$ cat src/rtl/core_pkg.sv
// Shared types for the LETC core front-end: machine word, fetch FSM states
// and the fetch queue entry.
package core_pkg;

    localparam int unsigned XLEN = 32;

    typedef logic [XLEN-1:0] word_t;

    typedef enum logic [2:0] {
        IDLE      = 3'd0,
        REQ       = 3'd1,
        WAIT      = 3'd2,
        KILL_REQ  = 3'd3,
        KILL_WAIT = 3'd4,
        FAULT     = 3'd5
    } fetch_state_e;

    typedef struct packed {
        word_t instr;
        word_t pc;
        logic  fault;
    } fetch_entry_t;

    // Sequential fetch address; wraps modulo 2^32.
    function automatic word_t pc_next(input word_t pc);
        return pc + word_t'(4);
    endfunction

endpackage

$ cat src/rtl/core_fetch_queue.sv
// DEPTH-entry FIFO of fetch entries with synchronous flush; head is read
// straight from storage so a pushed entry becomes visible one cycle later.
module core_fetch_queue
    import core_pkg::*;
#(
    parameter int unsigned DEPTH = 4,
    localparam int unsigned CW   = $clog2(DEPTH + 1)
) (
    input  logic          clk,
    input  logic          rst_n,
    input  logic          flush,
    input  logic          push,
    input  fetch_entry_t  push_entry,
    input  logic          pop,
    output fetch_entry_t  head_entry,
    output logic          head_valid,
    output logic [CW-1:0] count
);

    localparam int unsigned PW = (DEPTH > 1) ? $clog2(DEPTH) : 1;

    fetch_entry_t  mem_q [DEPTH];
    fetch_entry_t  mem_d [DEPTH];
    logic [PW-1:0] wr_ptr_q, wr_ptr_d;
    logic [PW-1:0] rd_ptr_q, rd_ptr_d;
    logic [CW-1:0] count_q, count_d;
    logic          push_ok;
    logic          pop_ok;

    function automatic logic [PW-1:0] ptr_inc(input logic [PW-1:0] p);
        return (p == PW'(DEPTH - 1)) ? '0 : p + PW'(1);
    endfunction

    always_comb begin
        push_ok  = push && (count_q < CW'(DEPTH));
        pop_ok   = pop && (count_q != '0);
        mem_d    = mem_q;
        wr_ptr_d = wr_ptr_q;
        rd_ptr_d = rd_ptr_q;
        count_d  = count_q;
        if (flush) begin
            wr_ptr_d = '0;
            rd_ptr_d = '0;
            count_d  = '0;
        end else begin
            if (push_ok) begin
                mem_d[wr_ptr_q] = push_entry;
                wr_ptr_d        = ptr_inc(wr_ptr_q);
            end
            if (pop_ok) begin
                rd_ptr_d = ptr_inc(rd_ptr_q);
            end
            unique case ({push_ok, pop_ok})
                2'b10:   count_d = count_q + CW'(1);
                2'b01:   count_d = count_q - CW'(1);
                default: count_d = count_q;
            endcase
        end
    end

    always_ff @(posedge clk or negedge rst_n) begin
        if (!rst_n) begin
            for (int i = 0; i < DEPTH; i++) begin
                mem_q[i] <= '0;
            end
            wr_ptr_q <= '0;
            rd_ptr_q <= '0;
            count_q  <= '0;
        end else begin
            mem_q    <= mem_d;
            wr_ptr_q <= wr_ptr_d;
            rd_ptr_q <= rd_ptr_d;
            count_q  <= count_d;
        end
    end

    assign head_entry = mem_q[rd_ptr_q];
    assign head_valid = (count_q != '0);
    assign count      = count_q;

endmodule

$ cat src/rtl/core_fetch_unit.sv
// Instruction fetch front-end: sequential address generation with a single
// outstanding request, credit-limited queueing and redirect/kill handling.
module core_fetch_unit
    import core_pkg::*;
#(
    parameter int unsigned DEPTH    = 4,
    parameter word_t       RESET_PC = 32'h0000_0000
) (
    input  logic        clk,
    input  logic        rst_n,
    output logic        imem_req_valid,
    input  logic        imem_req_ready,
    output logic [31:0] imem_req_addr,
    input  logic        imem_rsp_valid,
    input  logic [31:0] imem_rsp_data,
    input  logic        imem_rsp_fault,
    output logic        instr_valid,
    input  logic        instr_ready,
    output logic [31:0] instr,
    output logic [31:0] instr_pc,
    output logic        instr_fault,
    input  logic        redirect_valid,
    input  logic [31:0] redirect_pc
);

    localparam int unsigned CW    = $clog2(DEPTH + 1);
    localparam int unsigned CNT_W = CW + 1;

    fetch_state_e  state_q, state_d;
    word_t         fetch_pc_q, fetch_pc_d;
    word_t         req_addr_q, req_addr_d;
    logic          req_valid_q, req_valid_d;

    fetch_entry_t  head_entry;
    fetch_entry_t  push_entry;
    logic          head_valid;
    logic [CW-1:0] q_count;
    logic [CW-1:0] count_next;
    logic          push;
    logic          pop;
    logic          outstanding;
    logic          credit;

    core_fetch_queue #(
        .DEPTH (DEPTH)
    ) u_queue (
        .clk        (clk),
        .rst_n      (rst_n),
        .flush      (redirect_valid),
        .push       (push),
        .push_entry (push_entry),
        .pop        (pop),
        .head_entry (head_entry),
        .head_valid (head_valid),
        .count      (q_count)
    );

    // Queue handshakes and credit; a redirect empties the queue next cycle.
    always_comb begin
        instr_valid = head_valid && !redirect_valid;
        pop         = instr_valid && instr_ready;
        push        = (state_q == WAIT) && imem_rsp_valid && !redirect_valid;
        push_entry  = '{instr: imem_rsp_data, pc: req_addr_q, fault: imem_rsp_fault};
        if (redirect_valid) begin
            count_next = '0;
        end else begin
            count_next = q_count + CW'(push) - CW'(pop);
        end
        outstanding = ((state_q == WAIT) || (state_q == KILL_WAIT)) && !imem_rsp_valid;
        credit      = ({1'b0, count_next} + {{CW{1'b0}}, outstanding}) < CNT_W'(DEPTH);
    end

    // Next-state, fetch PC and request register logic.
    always_comb begin
        state_d    = state_q;
        fetch_pc_d = fetch_pc_q;
        unique case (state_q)
            IDLE: begin
                if (credit) state_d = REQ;
            end
            REQ: begin
                if (imem_req_ready) begin
                    fetch_pc_d = pc_next(fetch_pc_q);
                    state_d    = WAIT;
                end
            end
            WAIT: begin
                if (imem_rsp_valid) begin
                    if (imem_rsp_fault) state_d = FAULT;
                    else                state_d = credit ? REQ : IDLE;
                end
            end
            KILL_REQ: begin
                if (imem_req_ready) state_d = KILL_WAIT;
            end
            KILL_WAIT: begin
                if (imem_rsp_valid) state_d = credit ? REQ : IDLE;
            end
            FAULT: state_d = FAULT;
            default: state_d = IDLE;
        endcase

        if (redirect_valid) begin
            fetch_pc_d = redirect_pc & ~word_t'(3);
            unique case (state_q)
                IDLE, FAULT: state_d = IDLE;
                REQ:         state_d = imem_req_ready ? KILL_WAIT : KILL_REQ;
                WAIT:        state_d = imem_rsp_valid ? IDLE : KILL_WAIT;
                // Kill states keep draining the stale transaction.
                default:     state_d = state_d;
            endcase
        end

        req_valid_d = (state_d == REQ) || (state_d == KILL_REQ);
        req_addr_d  = req_addr_q;
        if ((state_d == REQ) && (state_q != REQ)) begin
            req_addr_d = fetch_pc_d;
        end
    end

    always_ff @(posedge clk or negedge rst_n) begin
        if (!rst_n) begin
            state_q     <= IDLE;
            fetch_pc_q  <= RESET_PC;
            req_addr_q  <= RESET_PC;
            req_valid_q <= 1'b0;
        end else begin
            state_q     <= state_d;
            fetch_pc_q  <= fetch_pc_d;
            req_addr_q  <= req_addr_d;
            req_valid_q <= req_valid_d;
        end
    end

    assign imem_req_valid = req_valid_q;
    assign imem_req_addr  = req_addr_q;
    assign instr          = head_entry.instr;
    assign instr_pc       = head_entry.pc;
    assign instr_fault    = head_entry.fault;

endmodule
$ cat config.mk
export PLATFORM = sky130hd
export DESIGN_NAME = core_fetch_unit
export DESIGN_NICKNAME = d
export VERILOG_FILES = /design/src/rtl/core_pkg.sv /design/src/rtl/core_fetch_queue.sv /design/src/rtl/core_fetch_unit.sv
export SDC_FILE = /design/constraint.sdc
export NUM_CORES = 1
export LEC_CHECK = 0
export ABC_AREA = 1
export BUFFER_PORTS_ARGS = -buffer_cell sky130_fd_sc_hd__buf_2
export CORE_MARGIN = 10
export CORE_UTILIZATION = 53
export CTS_BUF_LIST = sky130_fd_sc_hd__clkbuf_16
export DETAILED_ROUTE_END_ITERATION = 7
export PLACE_DENSITY_LB_ADDON = 0.3
export SYNTH_ARGS = -nofsm -noshare
export SYNTH_HDL_FRONTEND = slang
export SYNTH_SLANG_ARGS = --single-unit
$ cat constraint.sdc
create_clock -name clk -period 2.5 [get_ports clk]
set_clock_uncertainty 0.1 [all_clocks]
set_input_delay 0.5 -clock clk [delete_from_list [all_inputs] [get_ports clk]]
set_output_delay 0.5 -clock clk [all_outputs]
set_load 0.05 [all_outputs]
[Word-level counts from Yosys, hierarchy flattened]
Cells that the tools add are included.
Cells by class
  $add $sub $neg: 8
  magnitude comparators: 5
  equal/unequal tests: 12
  multiplexer cells: 30
  bitwise operators: 3
  reductions and logical operators: 20
Operators with widths (number)
  260-bit bitwise mux: 1
  65-bit 2-to-1 mux: 3
  65-bit binary-select mux with 2-bit select: 1
  65-bit demux with 2-bit select: 1
  32-bit 2-to-1 mux: 3
  3-bit 2-to-1 mux: 11
  32-bit by 3-bit adder with 32-bit output, second input constant: 1
  3-bit one-hot mux with 6 select lines: 1
  2-bit 2-to-1 mux: 6
  3-bit by 2-bit == test with 1-bit output, second input constant: 3
  1-bit logical AND: 9
  3-bit one-hot mux with 3 select lines: 1
  2-bit == test, second input constant: 3
  3-bit by 1-bit == test with 1-bit output, second input constant: 2
  3-bit == test, second input constant: 2
  3-bit >= comparator, second input constant: 2
  2-bit NOT with 3-bit output: 2
  3-bit one-hot mux with 2 select lines: 1
  3-bit nonzero test: 2
  2-bit by 1-bit adder with 2-bit output, second input constant: 2
  3-bit by 1-bit adder with 4-bit output: 1
  4-bit by 3-bit < comparator with 1-bit output, second input constant: 1
  2-bit nonzero test: 2
  3-bit by 1-bit adder with 3-bit output: 1
  14 further kinds: 16
Storage, ports and cells
  register bits: 335
  input port bits: 71
  output and inout port bits: 99

[Depth between registers and ports, before layout]
  depth in word-level cells: 16
  mapped depth: 20
  mapped depth without buffers: 19

[Cells and area by module]
From an unflattened synthesis, not the netlist that was laid out.
Unflattened totals
  cell total of the unflattened synthesis: 1848
  area, all modules: 16114.2 sq um
By module, submodules not included
  core_fetch_queue: times used 1, cells an instance 1333, area an instance 12350.6 sq um
  core_fetch_unit: times used 1, cells an instance 515, area an instance 3763.6 sq um

[Worst setup path after synthesis]
Ideal clock, no wire load.
  kind: input to register
  start point: input port redirect_valid
  end point: register req_addr_q[10], in the netlist imem_req_addr[10]
  setup time: 0.118 ns
  arrival time: 3.511 ns
  required time: 2.282 ns
  slack: -1.229 ns
  cell stages on the path: 19
  buffers on the path: 2
  cell sequence: clkbuf_1 -> a31oi_1 -> nand2_1 -> inv_1 -> ha_1 -> inv_1 -> ha_1 -> fa_1 -> inv_1 -> nand3_1 -> nand3_1 -> nand2_1 -> nand2_1 -> nand2_1 -> nand2_1 -> nand4_2 -> buf_2 -> nand2_1 -> nand2_1
On the way
  word-level cells in the longest chain between the ends: 15
  elaborated cells between the ends (all ways): 20
  those cells by class: add/sub: 3; order compare: 1; eq/ne: 1; mux: 10; reduce/logical: 5
RTL lines
  start, declared: RTL line core_fetch_unit.sv:22  | input logic redirect_valid,
  1-bit logical NOT (*): RTL line core_fetch_unit.sv:60  | instr_valid = head_valid && !redirect_valid;
  1-bit logical AND (*): RTL line core_fetch_unit.sv:60
  via instr_valid: RTL line core_fetch_unit.sv:17  | output logic instr_valid,
  1-bit logical AND (*): RTL line core_fetch_unit.sv:61  | pop = instr_valid && instr_ready;
  3-bit by 1-bit subtractor with 3-bit output (*): RTL line core_fetch_unit.sv:67  | count_next = q_count + CW'(push) - CW'(pop);
  3-bit 2-to-1 mux (*): RTL line core_fetch_unit.sv:64  | if (redirect_valid) begin
  3-bit by 1-bit adder with 4-bit output (*): RTL line core_fetch_unit.sv:70  | credit = ({1'b0, count_next} + {{CW{1'b0}}, outstanding}) < CNT_W'(DEPTH);
  4-bit by 3-bit < comparator with 1-bit output (*): RTL line core_fetch_unit.sv:70
  1-bit 2-to-1 mux: RTL line core_fetch_unit.sv:90, core_fetch_unit.sv:97
  3-bit 2-to-1 mux: RTL line core_fetch_unit.sv:89  | if (imem_rsp_fault) state_d = FAULT;
  3-bit 2-to-1 mux: RTL line core_fetch_unit.sv:88  | if (imem_rsp_valid) begin
  3-bit one-hot mux with 6 select lines (*): RTL line core_fetch_unit.sv:77  | unique case (state_q)
  3-bit one-hot mux with 3 select lines: RTL line core_fetch_unit.sv:105  | unique case (state_q)
  3-bit 2-to-1 mux (*): RTL line core_fetch_unit.sv:103  | if (redirect_valid) begin
  via state_d[0]: RTL line core_fetch_unit.sv:29  | fetch_state_e state_q, state_d;
  3-bit by 1-bit == test with 1-bit output (*): RTL line core_fetch_unit.sv:116  | if ((state_d == REQ) && (state_q != REQ)) begin
  1-bit logical AND (*): RTL line core_fetch_unit.sv:116
  end signal, assigned: RTL line core_fetch_unit.sv:130  | req_addr_q <= req_addr_d;
  end, declared: RTL line core_fetch_unit.sv:31  | word_t req_addr_q, req_addr_d;
The timed path passes the listed nets; every way through them passes the cells marked *.
A chain may end at the register's enable or synchronous reset.

[Worst setup path after layout]
  start point: register u_queue.count_q[1], in the netlist u_queue.count[1]
  end point: register req_addr_q[8], in the netlist imem_req_addr[8]
On the way
  word-level cells in the longest chain between the ends: 15
  elaborated cells between the ends (all ways): 18
  those cells by class: add/sub: 3; order compare: 1; eq/ne: 1; mux: 9; reduce/logical: 4
RTL lines
  start, declared: RTL line core_fetch_queue.sv:26  | logic [CW-1:0] count_q, count_d;
  start signal, assigned: RTL line core_fetch_queue.sv:73  | count_q <= count_d;
  parallel branches: the longest is 3 deep, another holds 3-bit by 1-bit adder with 3-bit output
  3-bit by 1-bit subtractor with 3-bit output (*): RTL line core_fetch_unit.sv:67
  3-bit 2-to-1 mux (*): RTL line core_fetch_unit.sv:64
  3-bit by 1-bit adder with 4-bit output (*): RTL line core_fetch_unit.sv:70
  4-bit by 3-bit < comparator with 1-bit output (*): RTL line core_fetch_unit.sv:70
  1-bit 2-to-1 mux: RTL line core_fetch_unit.sv:90, core_fetch_unit.sv:97
  3-bit 2-to-1 mux: RTL line core_fetch_unit.sv:89
  3-bit 2-to-1 mux: RTL line core_fetch_unit.sv:88
  3-bit one-hot mux with 6 select lines (*): RTL line core_fetch_unit.sv:77
  3-bit one-hot mux with 3 select lines: RTL line core_fetch_unit.sv:105
  3-bit 2-to-1 mux (*): RTL line core_fetch_unit.sv:103
  via state_d[0]: RTL line core_fetch_unit.sv:29
  3-bit by 1-bit == test with 1-bit output (*): RTL line core_fetch_unit.sv:116
  1-bit logical AND (*): RTL line core_fetch_unit.sv:116
Mark *: on every way through the listed nets, which the timed path passes.

==> impl_metrics.csv <==
group,metric,value,unit
sta,fin_ws,-0.246,ns
die,die_w,191,µm
routing,antenna_left,0,
global_route,busiest_layer,"met2",
yosys,synth-seq-cells,335,
sta,fin_crit_sh,110,%
die,floorplan.initialDensity,53.8,%
setup_path,cp-end-kind,"register",
sta,drv_slew,0,
power_and_ir_drop,power.internal,0.0162,W
finish,stdcell_count,2117,
clocking,cts_tree,"done",
power_and_ir_drop,switching_share,44.6,%
placed_design,place_congestion,0.870,
clocking,cts_buffer_depth,3,
sta,hold_viol,0,
power_and_ir_drop,p_per_area,1360,nW/µm²
clocking,cts_num_sinks,335,
die,rows,62,
sta,rsz0062_at_grt,"true",
power_and_ir_drop,vdd_ir_drop_max,1.21,mV
global_route,grt_pass1_wl,71.8,mm
setup_path,path_max_fanout,7,
global_route,antenna_found_initial,3,
clocking,cts-root-buf,"clkbuf_16",
global_route,use_met1,33.6,%
setup_path,cp.required,2.85,ns
placed_design,place_hpwl,25.4,mm
yosys,netlist_area,15400,µm²
yosys,synth_cell_type_count,39,
routing,wl,48.5,mm
finish,drive_above_1_share,43.0,%
routing,avgRoutedWirePerCell,22.9,µm
yosys,syn_area_per_cell,10.5,µm²
die,core-area,28700,µm²
global_route,overflow,0,
global_route,grt_max_degree,60,
clocking,cts_buffers,36,
clocking,path_clk_slew,0.07,ns
power_and_ir_drop,p_leak,10.5,nW
routing,drt-vias-per-instance,5.89,
yosys,yosysWarnings,0,
power_and_ir_drop,seqPwrFrac,26.5,%
setup_path,path_class,"reg2reg",
power_and_ir_drop,p_switching,0.0130,W
placed_design,numPortBuffers,167,
sta,max_freq,364,MHz
global_route,met3_usage,4.06,%
finish,final_common_cell,"dfrtp_1",
placed_design,post-place-cells,1989,
outcome,violations,"setup timing",
sta,slew-limit-headroom,71.3,%
hold_path,hp-class,"in2reg",
power_and_ir_drop,combPwrFrac,55.0,%
global_route,use_met2,40.7,%
setup_path,worstPathArrival,3.10,ns
clocking,worstSkewPairLatency,0.51,ns
yosys,yosysSeqAreaShare,54.3,%
finish,syn_to_final_growth,38.8,%
sta,period_minus_slack,2.75,ns
finish,fill_cells,1791,
routing,first_pass_iters,6,
global_route,grt_usage,25.0,%
die,io_pins,170,
job,maxCapViolations,0,
routing,vias,12466,
finish,final_cell_mix,"dfrtp_1 (333), nand2_1 (210), mux2_1 (152), mux2_2 (104), buf_2 (101)",
yosys,syn_inst,1473,
yosys,synth_nets,1554,
setup_path,start_kind,"register",
power_and_ir_drop,clkPwrFrac,18.5,%
finish,nets,1785,
sta,worst_slew_pin_slew,0.431,ns
sta,setup_viol,91,
outcome,status,"finished, violations left",
global_route,grt_pass1_vias,12711,
die,die_h,191,µm
clocking,cts.htree.levels,2,
routing,drc,0,
die,die_area,36400,µm²
routing,drt_iter0_drc,961,
power_and_ir_drop,total_power,0.0292,W
[cell families after synthesis]
family          after synthesis  synth area share [%]
buf+inv                     141                  4.49
fa+ha+maj                    10                 0.907
flops                       335                  54.3
simple gates                488                  12.9
mux                         256                  18.7
xor+xnor                      3                 0.170
compound gates              240                  8.54
[timing repair]
action                     4_1_cts  5_1_grt
gates cloned                    23        9
hold buffers                     1        0
setup buffers                   25        9
gates resized for setup        375      231
pin swaps                       59       75
setup endpoints to repair       97      101
hold endpoints to repair        37        0
[state kept, by name, indices dropped and copies added, names as in the netlist]
register and count:
state_q 3, u_queue.wr_ptr_q 2, imem_req_addr 32, imem_req_valid 1, u_queue.mem_q 260, u_queue.count 3, u_queue.rd_ptr_q 2, fetch_pc_q 32
[power groups by stage]
stage | combinational (W) | sequential (W) | clock, W
3_5_place_dp | 0.0107 | 0.00751 | 0
2_1_floorplan | 0.00734 | 0.00794 | 0
5_1_grt | 0.0168 | 0.00784 | 0.00570
3_3_place_gp | 0.0106 | 0.00744 | 0
6_report | 0.0161 | 0.00774 | 0.00541
4_1_cts | 0.0145 | 0.00755 | 0.00545
[per-stage QoR]
stage | util, % | TNS (ns) | hold WS [ns] | instance area (µm²) | setup slack [ns]
6_report | 74.7 | -9.38 | 0.122 | 21400 | -0.246
5_1_grt | 74.7 | -17.22 | 0.123 | 21400 | -0.379
4_1_cts | 71.3 | -6.06 | 0.107 | 20500 | -0.129
3_5_place_dp | 60.7 | -8.36 | 0.342 | 17400 | -0.286
3_3_place_gp | 60.7 | -6.51 | 0.343 | 17400 | -0.221
2_1_floorplan | - | -14.32 | 0.104 | 16000 | -0.462
[routing by layer]
metal  part of all wire, %  wire [µm]
met1                    43      20700
met2                    49      23600
met3                   5.5       2660
met4                   3.0       1470
met5                     0          0
[worst max-delay path, cell delays in order (launching register included)]
cell and delay, ns:
dfrtp_1 0.39, inv_2 0.08, a31oi_4 0.09, nand2_2 0.08, inv_2 0.05, ha_4 0.26
inv_2 0.04, ha_4 0.15, fa_2 0.35, inv_2 0.06, nand3_2 0.06, nand3_2 0.06
nand2_1 0.05, nand2_1 0.05, nand2_1 0.05, nand2_2 0.10, nand2_2 0.08, nor2_4 0.14
buf_6 0.14, clkbuf_16 0.15, nand2_1 0.07, nand2_1 0.07
[synth_stat cells, drive strengths merged]
cell type | number | area [µm²]
mux2 | 256 | 2880
nor3b | 1 | 7.51
nand4 | 6 | 43.8
a31oi | 3 | 18.8
clkbuf | 47 | 176
xnor2 | 3 | 26.3
a21oi | 6 | 33.8
nor2 | 182 | 716
nor3 | 9 | 61.3
ha | 8 | 100
o22ai | 65 | 407
o21bai | 1 | 7.51
dfrtp | 335 | 8380
buf | 37 | 303
o31ai | 1 | 12.5
a22oi | 1 | 7.51
inv | 57 | 214
o21ai | 157 | 786
nand3 | 45 | 225
a21boi | 1 | 7.51
o21a | 4 | 30.0
nand2 | 239 | 907
or2 | 5 | 31.3
a31o | 1 | 8.76
fa | 2 | 40.0
nand3b | 1 | 7.51
[area by class of cell]
class | count | area [µm²] | share of cell area, %
Sequential cell | 335 | 8390 | 39.1
Multi-Input combinational cell | 997 | 7970 | 37.2
Timing Repair Buffer | 277 | 3180 | 14.8
Clock buffer | 37 | 926 | 4.32
Tap cell | 384 | 480 | 2.24
Clock inverter | 27 | 259 | 1.21
Inverter | 57 | 226 | 1.06
Antenna cell | 3 | 7.51 | 0.0350
[path summary, 6_finish.rpt]
kind                                         start            endpoint  cells past startpoint  slack (ns)
worst max-delay path              u_queue.count[1]    imem_req_addr[8]                     21       -0.25
worst min-delay path               redirect_pc[14]      fetch_pc_q[14]                      3        0.12
worst max register to register    u_queue.count[1]    imem_req_addr[8]                     21       -0.25
worst min register to register  u_queue.mem_q[142]  u_queue.mem_q[142]                      1        0.38
max in group asynchronous                    rst_n   u_queue.mem_q[12]                      3        1.12
min in group asynchronous                    rst_n   imem_req_addr[12]                      2        0.39
(Power assumes the default switching activity.)
